### config.mk
export PLATFORM = sky130hd
export DESIGN_NAME = jstk2_spi_responder
export DESIGN_NICKNAME = d
export VERILOG_FILES = /design/src/rtl/jstk2_spi_responder_pkg.sv /design/src/rtl/jstk2_spi_responder_spi_pin_sync.sv /design/src/rtl/jstk2_spi_responder.sv
export SDC_FILE = /design/constraint.sdc
export NUM_CORES = 1
export LEC_CHECK = 0
export ABC_AREA = 1
export BUFFER_PORTS_ARGS = -buffer_cell sky130_fd_sc_hd__buf_4
export CORE_MARGIN = 5
export CORE_UTILIZATION = 54
export DETAILED_ROUTE_END_ITERATION = 16
export PLACE_DENSITY = 0.8
export RECOVER_POWER = 100
export SLEW_MARGIN = 40
export SYNTH_ARGS = -nofsm -noshare
export SYNTH_HDL_FRONTEND = slang
export SYNTH_HIERARCHICAL = 1
export SYNTH_SLANG_ARGS = --single-unit
### constraint.sdc
create_clock -name i_clk -period 2.3 [get_ports i_clk]
set_clock_uncertainty 0.2 [all_clocks]
set_input_delay 0 -clock i_clk [delete_from_list [all_inputs] [get_ports i_clk]]
set_output_delay 0 -clock i_clk [all_outputs]
set_load 0.01 [all_outputs]
### src/rtl/jstk2_spi_responder_pkg.sv
// Shared constants for the JSTK2 SPI responder and its matching master driver:
// frame geometry, JSTK2 command codes and the responder state encoding.
package jstk2_spi_responder_pkg;

  localparam int DEF_DATA_WIDTH      = 8;
  localparam int DEF_TOTAL_DATA_BYTE = 7;
  localparam int DEF_RX_BYTES        = 5;
  localparam int DEF_SYNC_STAGES     = 2;

  localparam logic [7:0] CMD_LED_OFF    = 8'h80;
  localparam logic [7:0] CMD_LED_ON     = 8'h81;
  localparam logic [7:0] CMD_SET_RGB    = 8'h84;
  localparam logic [7:0] CMD_CALIBRATE  = 8'hA0;
  localparam logic [7:0] CMD_GET_STATUS = 8'hF0;

  typedef enum logic {
    ST_IDLE   = 1'b0,
    ST_ACTIVE = 1'b1
  } state_t;

endpackage

### src/rtl/jstk2_spi_responder_spi_pin_sync.sv
// Multi-flop synchronizer for one asynchronous SPI pin, with single-cycle
// rise/fall pulses taken from the last stage against a delay flop.
module spi_pin_sync #(
  parameter int   SYNC_STAGES = 2,
  parameter logic RST_VAL     = 1'b0
) (
  input  logic clk,
  input  logic rst_n,
  input  logic pin,
  output logic level,
  output logic rise,
  output logic fall
);

  logic [SYNC_STAGES-1:0] sync;
  logic                   dly;

  always_ff @(posedge clk or negedge rst_n) begin
    if (!rst_n) begin
      sync <= {SYNC_STAGES{RST_VAL}};
      dly  <= RST_VAL;
    end else begin
      sync <= {sync[SYNC_STAGES-2:0], pin};
      dly  <= sync[SYNC_STAGES-1];
    end
  end

  assign level = sync[SYNC_STAGES-1];
  assign rise  = level & ~dly;
  assign fall  = ~level & dly;

endmodule

### src/rtl/jstk2_spi_responder.sv
// JSTK2 joystick SPI-slave model: captures cmd + 4 params from MOSI and shifts
// a report snapshot (latched at CS fall) out on MISO, all in the i_clk domain.
//
//   state     | meaning
//   ----------+---------------------------------------------------------
//   ST_IDLE   | CS high, waiting for CS fall; MISO held low
//   ST_ACTIVE | frame in progress; shifting on SCLK edges until CS rise
module jstk2_spi_responder
  import jstk2_spi_responder_pkg::*;
#(
  parameter int TOTAL_DATA_BYTE = DEF_TOTAL_DATA_BYTE,
  parameter int DATA_WIDTH      = DEF_DATA_WIDTH,
  parameter int RX_BYTES        = DEF_RX_BYTES,
  parameter int SYNC_STAGES     = DEF_SYNC_STAGES
) (
  input  logic                                  i_clk,
  input  logic                                  i_n_reset,
  input  logic                                  i_cs,
  input  logic                                  i_sclk,
  input  logic                                  i_mosi,
  output logic                                  o_miso,
  input  logic [TOTAL_DATA_BYTE*DATA_WIDTH-1:0] i_tx_data,
  output logic [DATA_WIDTH-1:0]                 o_cmd,
  output logic [DATA_WIDTH-1:0]                 o_param_1,
  output logic [DATA_WIDTH-1:0]                 o_param_2,
  output logic [DATA_WIDTH-1:0]                 o_param_3,
  output logic [DATA_WIDTH-1:0]                 o_param_4,
  output logic [2:0]                            o_rx_count,
  output logic                                  o_cmd_valid,
  output logic                                  o_frame_err,
  output logic                                  o_busy
);

  localparam int TX_W  = TOTAL_DATA_BYTE * DATA_WIDTH;
  localparam int BIT_W = $clog2(DATA_WIDTH + 1);

  state_t state, state_nxt;

  logic cs_lvl, cs_rise, cs_fall;
  logic sclk_lvl, sclk_rise, sclk_fall;
  logic mosi_lvl, mosi_rise, mosi_fall;
  logic unused_pins;

  logic frame_end, sclk_rise_act, sclk_fall_act;

  logic [TX_W-1:0]         tx_sr;
  logic [DATA_WIDTH-2:0]   rx_sr;
  logic [BIT_W-1:0]        bit_cnt;
  logic [2:0]              byte_cnt;
  logic [DATA_WIDTH-1:0]   rx_slot [RX_BYTES];

  spi_pin_sync #(.SYNC_STAGES(SYNC_STAGES), .RST_VAL(1'b1)) u_sync_cs (
    .clk(i_clk), .rst_n(i_n_reset), .pin(i_cs),
    .level(cs_lvl), .rise(cs_rise), .fall(cs_fall)
  );

  spi_pin_sync #(.SYNC_STAGES(SYNC_STAGES), .RST_VAL(1'b0)) u_sync_sclk (
    .clk(i_clk), .rst_n(i_n_reset), .pin(i_sclk),
    .level(sclk_lvl), .rise(sclk_rise), .fall(sclk_fall)
  );

  spi_pin_sync #(.SYNC_STAGES(SYNC_STAGES), .RST_VAL(1'b0)) u_sync_mosi (
    .clk(i_clk), .rst_n(i_n_reset), .pin(i_mosi),
    .level(mosi_lvl), .rise(mosi_rise), .fall(mosi_fall)
  );

  assign unused_pins = sclk_lvl ^ mosi_rise ^ mosi_fall;

  always_ff @(posedge i_clk or negedge i_n_reset) begin
    if (!i_n_reset) state <= ST_IDLE;
    else            state <= state_nxt;
  end

  // CS rise takes priority over any SCLK edge detected in the same cycle.
  always_comb begin
    state_nxt     = state;
    frame_end     = 1'b0;
    sclk_rise_act = 1'b0;
    sclk_fall_act = 1'b0;
    case (state)
      ST_IDLE: begin
        if (cs_fall) state_nxt = ST_ACTIVE;
      end
      ST_ACTIVE: begin
        if (cs_rise) begin
          state_nxt = ST_IDLE;
          frame_end = 1'b1;
        end else if (!cs_lvl) begin
          sclk_rise_act = sclk_rise;
          sclk_fall_act = sclk_fall;
        end
      end
      default: state_nxt = ST_IDLE;
    endcase
  end

  assign o_busy = (state == ST_ACTIVE);

  always_ff @(posedge i_clk or negedge i_n_reset) begin
    if (!i_n_reset) begin
      tx_sr       <= '0;
      rx_sr       <= '0;
      bit_cnt     <= '0;
      byte_cnt    <= '0;
      o_miso      <= 1'b0;
      o_cmd       <= '0;
      o_param_1   <= '0;
      o_param_2   <= '0;
      o_param_3   <= '0;
      o_param_4   <= '0;
      o_rx_count  <= '0;
      o_cmd_valid <= 1'b0;
      o_frame_err <= 1'b0;
      for (int i = 0; i < RX_BYTES; i++) rx_slot[i] <= '0;
    end else begin
      o_cmd_valid <= 1'b0;
      o_frame_err <= 1'b0;
      if (state == ST_IDLE && cs_fall) begin
        tx_sr    <= i_tx_data;
        o_miso   <= i_tx_data[TX_W-1];
        bit_cnt  <= '0;
        byte_cnt <= '0;
        for (int i = 0; i < RX_BYTES; i++) rx_slot[i] <= '0;
      end else if (frame_end) begin
        o_cmd       <= rx_slot[0];
        o_param_1   <= rx_slot[1];
        o_param_2   <= rx_slot[2];
        o_param_3   <= rx_slot[3];
        o_param_4   <= rx_slot[4];
        o_rx_count  <= (byte_cnt > 3'(RX_BYTES)) ? 3'(RX_BYTES) : byte_cnt;
        o_cmd_valid <= (byte_cnt != 3'd0);
        o_frame_err <= (bit_cnt != '0);
        o_miso      <= 1'b0;
      end else begin
        if (sclk_rise_act) begin
          rx_sr <= {rx_sr[DATA_WIDTH-3:0], mosi_lvl};
          if (bit_cnt == BIT_W'(DATA_WIDTH - 1)) begin
            bit_cnt <= '0;
            if (byte_cnt < 3'(RX_BYTES)) rx_slot[byte_cnt] <= {rx_sr, mosi_lvl};
            if (byte_cnt != 3'd7) byte_cnt <= byte_cnt + 3'd1;
          end else begin
            bit_cnt <= bit_cnt + 1'b1;
          end
        end
        // Zero fill means MISO falls to 0 once the report is exhausted.
        if (sclk_fall_act) begin
          tx_sr  <= tx_sr << 1;
          o_miso <= tx_sr[TX_W-2];
        end
      end
    end
  end

endmodule
==> metrics <==
unrepaired setup endpoints after global routing no; gr usage total 22.71%; Setup TNS Final 0 ns; Initial Util between 50% and 60%; Setup crit start u_sync_cs/sync[1]; Via density 5.160; Tightest Pin Transition 0.7470 ns; first-pass GRT wire length 28840 um; Crit Reg-Reg Startpoint u_sync_cs/sync[1]; count of final hold-check violations 0; Critical Path AT 2.18 ns; Crit Path Category reg -> reg; Cell Area, Placed 8048 um2; Boundary Pins 108; Cell Area, Synth 7106 um2; CTS root buf clkbuf_16; DR WL/cell 14.88 um; Worst setup endpoint tx_sr[35]; Warnings, synthesis 6; First-pass DRT Iterations 7; Worst Setup Start Kind flop; die area 15550 um2; CP max stage cell dfstp_2; most common cell after layout, fill and taps aside nand2_1; flop2flop setup slack 0.22 ns; worst setup margin 0.2154 ns; FILL cells 1047; # nets final 1026; Hold Slack 0.04754 ns; I/O Buffers 107; Rel. slew slack 50.20%; Std-Cell Rows 42; Mapped Cells 804; DRT iter0 DRCs 379; post-DP HPWL 10090 um; timing-limited maximum frequency approximately 480 MHz; initial antenna violation count 0; CTS H-tree depth 4; design area 9012 um2; status complete, no violations; Net Count, Synth 871; grt ovf 0; diode count 0; final wirelength 17080 um; Final Setup Violations 0; Critical R2R Capture tx_sr[35]; die span in x 124.7 um; CP dominant cell by count inv_1; Area growth, synth to finish 26.84%; clock latency on the worst-skew pair roughly 0.43 ns; Pwr Density 841.8 nW/um2; Peak VDD IR 0.5311 mV; Clock Sinks 164; FF-to-FF path depth 8; DIE HEIGHT between 100 and 150 um; final worst path period need 2.085 ns; total core area 13090 um2; Detail Route Antenna Nets 0; vias in the first global route 5903; largest net degree at the start of global routing around 110; post-CTS setup buffers 0; drt drc 0; post-place setup slack 0.2960 ns; most frequent cells in the layout 286 x nand2_1, 161 x dfrtp_1, 79 x inv_1, 67 x o21ai_0, 62 x dlygate4sd3_1; maxcap violations 0; max-slew violation count 0; CP Capture Type flop; HP Start i_mosi; Largest stage delay, worst path 0.57 ns; total CTS buffers 17; crit path cell chain inv_1, nor2_1, inv_1, nand2_1, o21ai_4, buf_12, o211ai_1, o21ai_0; CP required 2.39 ns; CTS Buffer Depth 2; RePlAce Congestion 0.7754; layout cells sized above 1 between 10% and 20%; clock tree from TritonCTS yes; Vias approximately 6000; Leak roughly 4.7 nW; final period utilization 90.64%; Resized cells post-CTS 0; type of the tightest min-delay check in -> reg; cts hold-fix bufs 62; Avg Inst Size Synth 8.838 um2; Reg clk slew, reported paths 0.06 ns; Crit Path Max Fanout 111
sequential cells by signal (all words and copies together), names as in the netlist:
register          flops
bit_cnt               4
byte_cnt              3
o_busy                1
o_cmd                 8
o_cmd_valid           1
o_frame_err           1
o_miso                1
o_param_1             8
o_param_2             8
o_param_3             8
o_param_4             8
o_rx_count            3
rx_slot              40
rx_sr                 7
tx_sr                55
u_sync_cs/dly         1
u_sync_cs/sync        2
u_sync_mosi/sync      2
u_sync_sclk/dly       1
u_sync_sclk/sync      2
worst min-delay path by stage:
| stage | to | slack (ns) | cells past startpoint |
|---|---|---|---|
| 2_1_floorplan | bit_cnt[0] | -0.50 | 0 |
| 3_3_place_gp | o_param_4[1] | -0.21 | 1 |
| 3_5_place_dp | o_param_4[1] | -0.21 | 1 |
| 4_1_cts | u_sync_mosi/sync[0] | 0.02 | 2 |
| 5_1_grt | u_sync_cs/sync[0] | 0.04 | 2 |
| 6_report | u_sync_mosi/sync[0] | 0.05 | 2 |
critical path, delay by kind of cell (launching register included):
family          cells  cell delay, ns
flops               1            0.57
compound gates      3            0.42
simple gates        2            0.40
buf+inv             3            0.34
per-stage QoR:
stage               power (mW)  util [%]  instances
finish                   7.586     68.88       1148
global route             7.979     68.88       1148
CTS                      7.600     70.50       1148
detailed placement       4.845     61.50       1054
global placement         4.772     61.50       1054
floorplan                4.429         -        804
cell type report:
type	count	area, um2	share of cell area, %
Clock buffer	23	478.0	5.303
Multi-Input combinational cell	511	2441	27.09
Inverter	86	325.3	3.610
Sequential cell	164	4108	45.58
Tap cell	176	220.2	2.443
Timing Repair Buffer	179	1361	15.10
Clock inverter	9	78.83	0.8746
power by group:
group          leakage (nW)  switching (mW)  internal, mW
Combinational          2.26           0.875         0.505
Sequential             2.19           0.161          3.37
Clock                 0.273            1.11          1.57
layer usage:
layer | track usage, % | vias up | wire length, um
met2 | 37.21 | 214 | 8411
met1 | 28.91 | 2777 | 7258
li1 | - | 2901 | -
met4 | 8.833 | 0 | 306
met3 | 6.003 | 32 | 1102
met5 | 0 | - | 0
No activity file was read; power rests on OpenSTA's default activity.
